$ cat config.mk
export PLATFORM = sky130hd
export DESIGN_NAME = cmp_sampler_array
export DESIGN_NICKNAME = d
export VERILOG_FILES = /design/src/rtl/cmp_pkg.sv /design/src/rtl/cmp_chan_filter.sv /design/src/rtl/cmp_sampler_array.sv
export SDC_FILE = /design/constraint.sdc
export NUM_CORES = 1
export LEC_CHECK = 0
export CORE_UTILIZATION = 40
export DETAILED_ROUTE_END_ITERATION = 10
export GPL_TIMING_DRIVEN = 0
export PLACE_DENSITY = 0.66
export REMOVE_ABC_BUFFERS = 1
export SKIP_CTS_REPAIR_TIMING = 1
export SLEW_MARGIN = 20
export SYNTH_ARGS = -nofsm -noshare
export SYNTH_HDL_FRONTEND = slang
export SYNTH_SLANG_ARGS = --single-unit
$ cat constraint.sdc
create_clock -name clk -period 2 [get_ports clk]
set_input_delay 0.6 -clock clk [delete_from_list [all_inputs] [get_ports clk]]
set_output_delay 0.6 -clock clk [all_outputs]
set_load 0.005 [all_outputs]
$ cat src/rtl/cmp_pkg.sv
// cmp_pkg: shared types and widths for the cmp_sampler_array block
package cmp_pkg;
    typedef enum logic [1:0] {IDLE, PRE, EVAL, LATCH} state_e;
    localparam int CNT_W = 4;
    localparam int TIE_W = 8;
endpackage

$ cat src/rtl/cmp_chan_filter.sv
// cmp_chan_filter: per-channel consecutive-agreement decision filter
//   in : clk, rst_n (async active-low), latch (sample strobe), d (sample), tie (sample is a tie), clr
//   out: out (committed decision), valid (committed since reset/clr), commit (out/valid update this cycle)
module cmp_chan_filter
    import cmp_pkg::*;
#(
    parameter int FILT = 3
) (
    input  logic clk,
    input  logic rst_n,
    input  logic latch,
    input  logic d,
    input  logic tie,
    input  logic clr,
    output logic out,
    output logic valid,
    output logic commit
);
    localparam logic [CNT_W-1:0] FILT_C = CNT_W'(FILT);

    logic             cand_q, cand_d, out_q, out_d, valid_q, valid_d, upd;
    logic [CNT_W-1:0] cnt_q, cnt_d, cnt_inc;

    always_comb begin
        upd     = latch && !tie;
        cnt_inc = (cnt_q >= FILT_C) ? FILT_C : cnt_q + 1'b1;
        cand_d  = clr ? 1'b0 : upd ? d : cand_q;
        cnt_d   = clr ? '0 : !upd ? cnt_q : (d == cand_q) ? cnt_inc : CNT_W'(1);
        // clr wins over a commit landing on the same cycle
        commit  = !clr && upd && (cnt_d == FILT_C) && (cand_d != out_q || !valid_q);
        out_d   = clr ? 1'b0 : commit ? cand_d : out_q;
        valid_d = clr ? 1'b0 : commit ? 1'b1 : valid_q;
    end

    always_ff @(posedge clk or negedge rst_n) begin
        if (!rst_n) begin
            cand_q  <= 1'b0;
            cnt_q   <= '0;
            out_q   <= 1'b0;
            valid_q <= 1'b0;
        end else begin
            cand_q  <= cand_d;
            cnt_q   <= cnt_d;
            out_q   <= out_d;
            valid_q <= valid_d;
        end
    end

    assign out   = out_q;
    assign valid = valid_q;
endmodule

$ cat src/rtl/cmp_sampler_array.sv
// cmp_sampler_array: multi-channel clocked comparator sampler with tie rejection and debounce
//   in : clk, rst_n (async active-low), en, clr, vip[NCH], vin[NCH] (asynchronous)
//   out: out[NCH], valid[NCH], chg (any change/valid rise), busy (sequencer active), tie_cnt[8]
//   Optional macro CMP_TIE_CNT_EN enables the saturating tie counter; otherwise tie_cnt is 0.
module cmp_sampler_array
    import cmp_pkg::*;
#(
    parameter int NCH  = 2,
    parameter int FILT = 3,
    parameter int DIV  = 4
) (
    input  logic             clk,
    input  logic             rst_n,
    input  logic             en,
    input  logic             clr,
    input  logic [NCH-1:0]   vip,
    input  logic [NCH-1:0]   vin,
    output logic [NCH-1:0]   out,
    output logic [NCH-1:0]   valid,
    output logic             chg,
    output logic             busy,
    output logic [TIE_W-1:0] tie_cnt
);
    state_e         state_q, state_d;
    logic [3:0]     div_q, div_d;
    logic [NCH-1:0] vip_m_q, vip_s_q, vin_m_q, vin_s_q, tie, commit;
    logic           chg_q, chg_d, latch;

    always_comb begin
        state_d = state_q;
        div_d   = div_q;
        unique case (state_q)
            IDLE:  state_d = en ? PRE : IDLE;
            PRE: begin
                state_d = EVAL;
                div_d   = '0;
            end
            EVAL: begin
                state_d = (div_q == 4'(DIV - 3)) ? LATCH : EVAL;
                div_d   = div_q + 1'b1;
            end
            LATCH: state_d = en ? PRE : IDLE;
            default: state_d = IDLE;
        endcase
        latch = (state_q == LATCH);
        tie   = ~(vip_s_q ^ vin_s_q);
        chg_d = |commit;
    end

    always_ff @(posedge clk or negedge rst_n) begin
        if (!rst_n) begin
            state_q <= IDLE;
            div_q   <= '0;
            vip_m_q <= '0;
            vip_s_q <= '0;
            vin_m_q <= '0;
            vin_s_q <= '0;
            chg_q   <= 1'b0;
        end else begin
            state_q <= state_d;
            div_q   <= div_d;
            vip_m_q <= vip;
            vip_s_q <= vip_m_q;
            vin_m_q <= vin;
            vin_s_q <= vin_m_q;
            chg_q   <= chg_d;
        end
    end

    for (genvar g = 0; g < NCH; g++) begin : g_ch
        cmp_chan_filter #(.FILT(FILT)) u_filt (
            .clk    (clk),
            .rst_n  (rst_n),
            .latch  (latch),
            .d      (vip_s_q[g]),
            .tie    (tie[g]),
            .clr    (clr),
            .out    (out[g]),
            .valid  (valid[g]),
            .commit (commit[g])
        );
    end

`ifdef CMP_TIE_CNT_EN
    logic [TIE_W-1:0] tie_q, tie_d;

    always_comb
        tie_d = clr ? '0 : (latch && |tie && tie_q != '1) ? tie_q + 1'b1 : tie_q;

    always_ff @(posedge clk or negedge rst_n) begin
        if (!rst_n) tie_q <= '0;
        else        tie_q <= tie_d;
    end

    assign tie_cnt = tie_q;
`else
    assign tie_cnt = '0;
`endif

    assign chg  = chg_q;
    assign busy = (state_q != IDLE);
endmodule

==> reports/qor.yml <==
final_cells: 192
p_total_uw: 1530
routedWlPerCell_um: 11.5
leakage_uw: 0.000747
die_y_um: 61.6
grt_max_degree: 30
hp-class: "in2async"
worst-path-buf-inv: 1
finalHoldViolCount: 0
antennaDiodeCount: 0
post-dp-hpwl_um: 1570
max-vdd-ir-drop_uv: 492
synth_cell_types: 31
drtPass1Iterations: 4
crit_chain: "clkdlybuf4s50_1, nor4b_2, mux2i_1, nor2_1"
io_pins: 22
ys_ff_latch: 29
totalWireLength_um: 2200
clock_path_buffers: 2
timing.final.crit_period_ns: 1.87
vias: 935
first_global_vias: 830
rows: 21
slew_violations: 0
ant_nets: 0
critPathLaunchType: "input pin"
max_freq_mhz: 536
place_worst_setup_slack_ns: -0.229
grt_overflow: 0
synth_area_um2: 1420
worstPathArrival_ns: 2.05
syn_inst: 132
synth_ff_type: "dfrtp_1"
post_drt_via_cell_ratio: 4.87
areaGrowthSynthToFinish_pct: 12.9
criticalPathCategory: "in2reg"
start_util: 0.422
synth_edf_count: 0
ys.warnings.count: 0
layout-drive-gt1-share: 0.116
ys_seq_area_frac: 0.511
setup.worst_path.end_class: "flop"
rsz0062_at_grt: "false"
cts.sink_count: 29
outcome: "completed"
fin_nets: 161
worst_pin_slew_ns: 0.613
dieWidth_um: 61.6
max_stage_delay_ns: 0.69
cts_tree: "yes"
crit_cells: 4
clk_pin_slew_worst_paths_ns: 0.09
setup_violations: 0
drc: 0
maxCapViolCount: 0
max_slew_margin: 0.591
critPathTopFamily: "buffers and inverters"
place.gp.congestion: 0.697
fin_crit_sh: 0.933
fp.coreArea_um2: 3360
tns_ns: 0
fin_skew_ns: 0.00810
worst_slack_ns: 0.133
antenna_found_initial: 0
cts-buffers-inserted: 5
ctsHtreeMaxLevel: 2
worstPathRequired_ns: 2.19
cpMaxStageDelayCell: "clkdlybuf4s50_1"
crit_fanout: 14
die_area_um2: 3790
place_inst: 184
track_usage: 0.134
reg2reg_depth: 6
async_flop_share: 1.00
syn_avg_cell_area_um2: 10.8
clock_latency_ns: 0.33
grt_first_pass_wirelength_um: 3510
cts_root_buf: "clkbuf_4"
dr.first_iter.drc_count: 65
numPortBuffers: 13
powerDensity_nw_per_um2: 955
-- layout make-up --
type                       count  area [um2]
inverter                       9        33.8
tap                           46        57.6
clock inverter                 1        5.00
sequential                    29         726
multi-input combinational     87         588
clock buffer                   7        65.1
timing repair buffer          13         128
fill                         326        1760
-- metal layers --
metal | track usage | part of all wire
met5 | 0 | 0
met4 | 0.0952 | 0.029
met3 | 0.0441 | 0.034
met2 | 0.209 | 0.49
met1 | 0.156 | 0.45
-- Yosys cell counts, types with 2 or more instances --
cell	count	area, um2
inv_1	9	33.8
nand3_1	2	10.0
buf_4	12	90.1
nand4bb_1	2	22.5
nand4b_1	2	17.5
nor3_1	2	10.0
nor4b_2	2	30.0
nor2b_1	3	18.8
a21oi_2	3	26.3
a21oi_1	9	45.0
or3_1	2	12.5
a311oi_1	2	17.5
xor2_1	2	17.5
mux2i_1	3	30.0
and2_1	4	25.0
dfrtp_1	29	726
nand2_1	14	52.6
o21ai_1	4	20.0
ha_1	8	100
nor2_1	3	11.3
o31ai_1	2	15.0
o21ai_0	4	20.0
-- state kept, by name, summed over array words and instances (netlist names) --
name / count
g_ch.u_filt.out: 2
vin_s_q: 2
vip_m_q: 2
g_ch.u_filt.cnt_q: 8
g_ch.u_filt.valid: 2
div_q: 4
chg: 1
state_q: 2
vip_s_q: 2
vin_m_q: 2
g_ch.u_filt.cand_q: 2
-- metrics by stage --
| step | util | hold WS (ns) | cell area (um2) |
|---|---|---|---|
| global placement | 0.456 | 0.333 | 1530 |
| finish | 0.477 | 0.276 | 1600 |
| floorplan | - | 0.304 | 1350 |
| global route | 0.477 | 0.328 | 1600 |
| detailed placement | 0.454 | 0.335 | 1530 |
| CTS | 0.475 | 0.298 | 1600 |
-- where the power goes --
part           leakage [uW]  internal (uW)  switching, uW  total (uW)
combinational      0.000325            174            236         410
sequential         0.000381            651           61.0         712
clock             0.0000413            203            205         408
-- cells by family after synthesis --
family,synth area share
simple gates,0.164
flops,0.511
compound gates,0.112
buf+inv,0.0952
fa+ha+maj,0.0705
xor+xnor,0.0238
mux,0.0211
other cells,0.00264
-- worst reg2reg max path, cell delays in order (launching register included) --
cell     delay (ns)
dfrtp_1        0.42
ha_2           0.30
nor2b_1        0.16
o21ai_1        0.23
a21oi_1        0.11
o31ai_1        0.30
o21ai_1        0.11
-- cells in the final DEF, fill, tap and decap left out, types with 3 or more instances in the layout --
cell type         n
o21ai_0           4
and2_1            4
nor2_1            3
clkbuf_4          5
a21oi_1           9
inv_1             8
clkdlybuf4s50_1  11
dfrtp_1          29
a21oi_2           3
nor2b_1           3
o21ai_1           4
nand2_1          14
ha_1              7
conb_1            8
mux2i_1           3
-- path summary, 6_finish.rpt --
check	start	endpoint	slack (ns)
max in group asynchronous	rst_n	vip_m_q[1]	1.32
hold / removal	rst_n	vin_m_q[0]	0.28
setup / recovery	clr	g_ch[0].u_filt.out	0.13
setup reg to reg	state_q[0]	g_ch[0].u_filt.valid	0.24
min in group clk	vin_m_q[1]	vin_s_q[1]	0.35
hold reg to reg	vin_m_q[1]	vin_s_q[1]	0.35
Power figures use the tool's default switching activity.
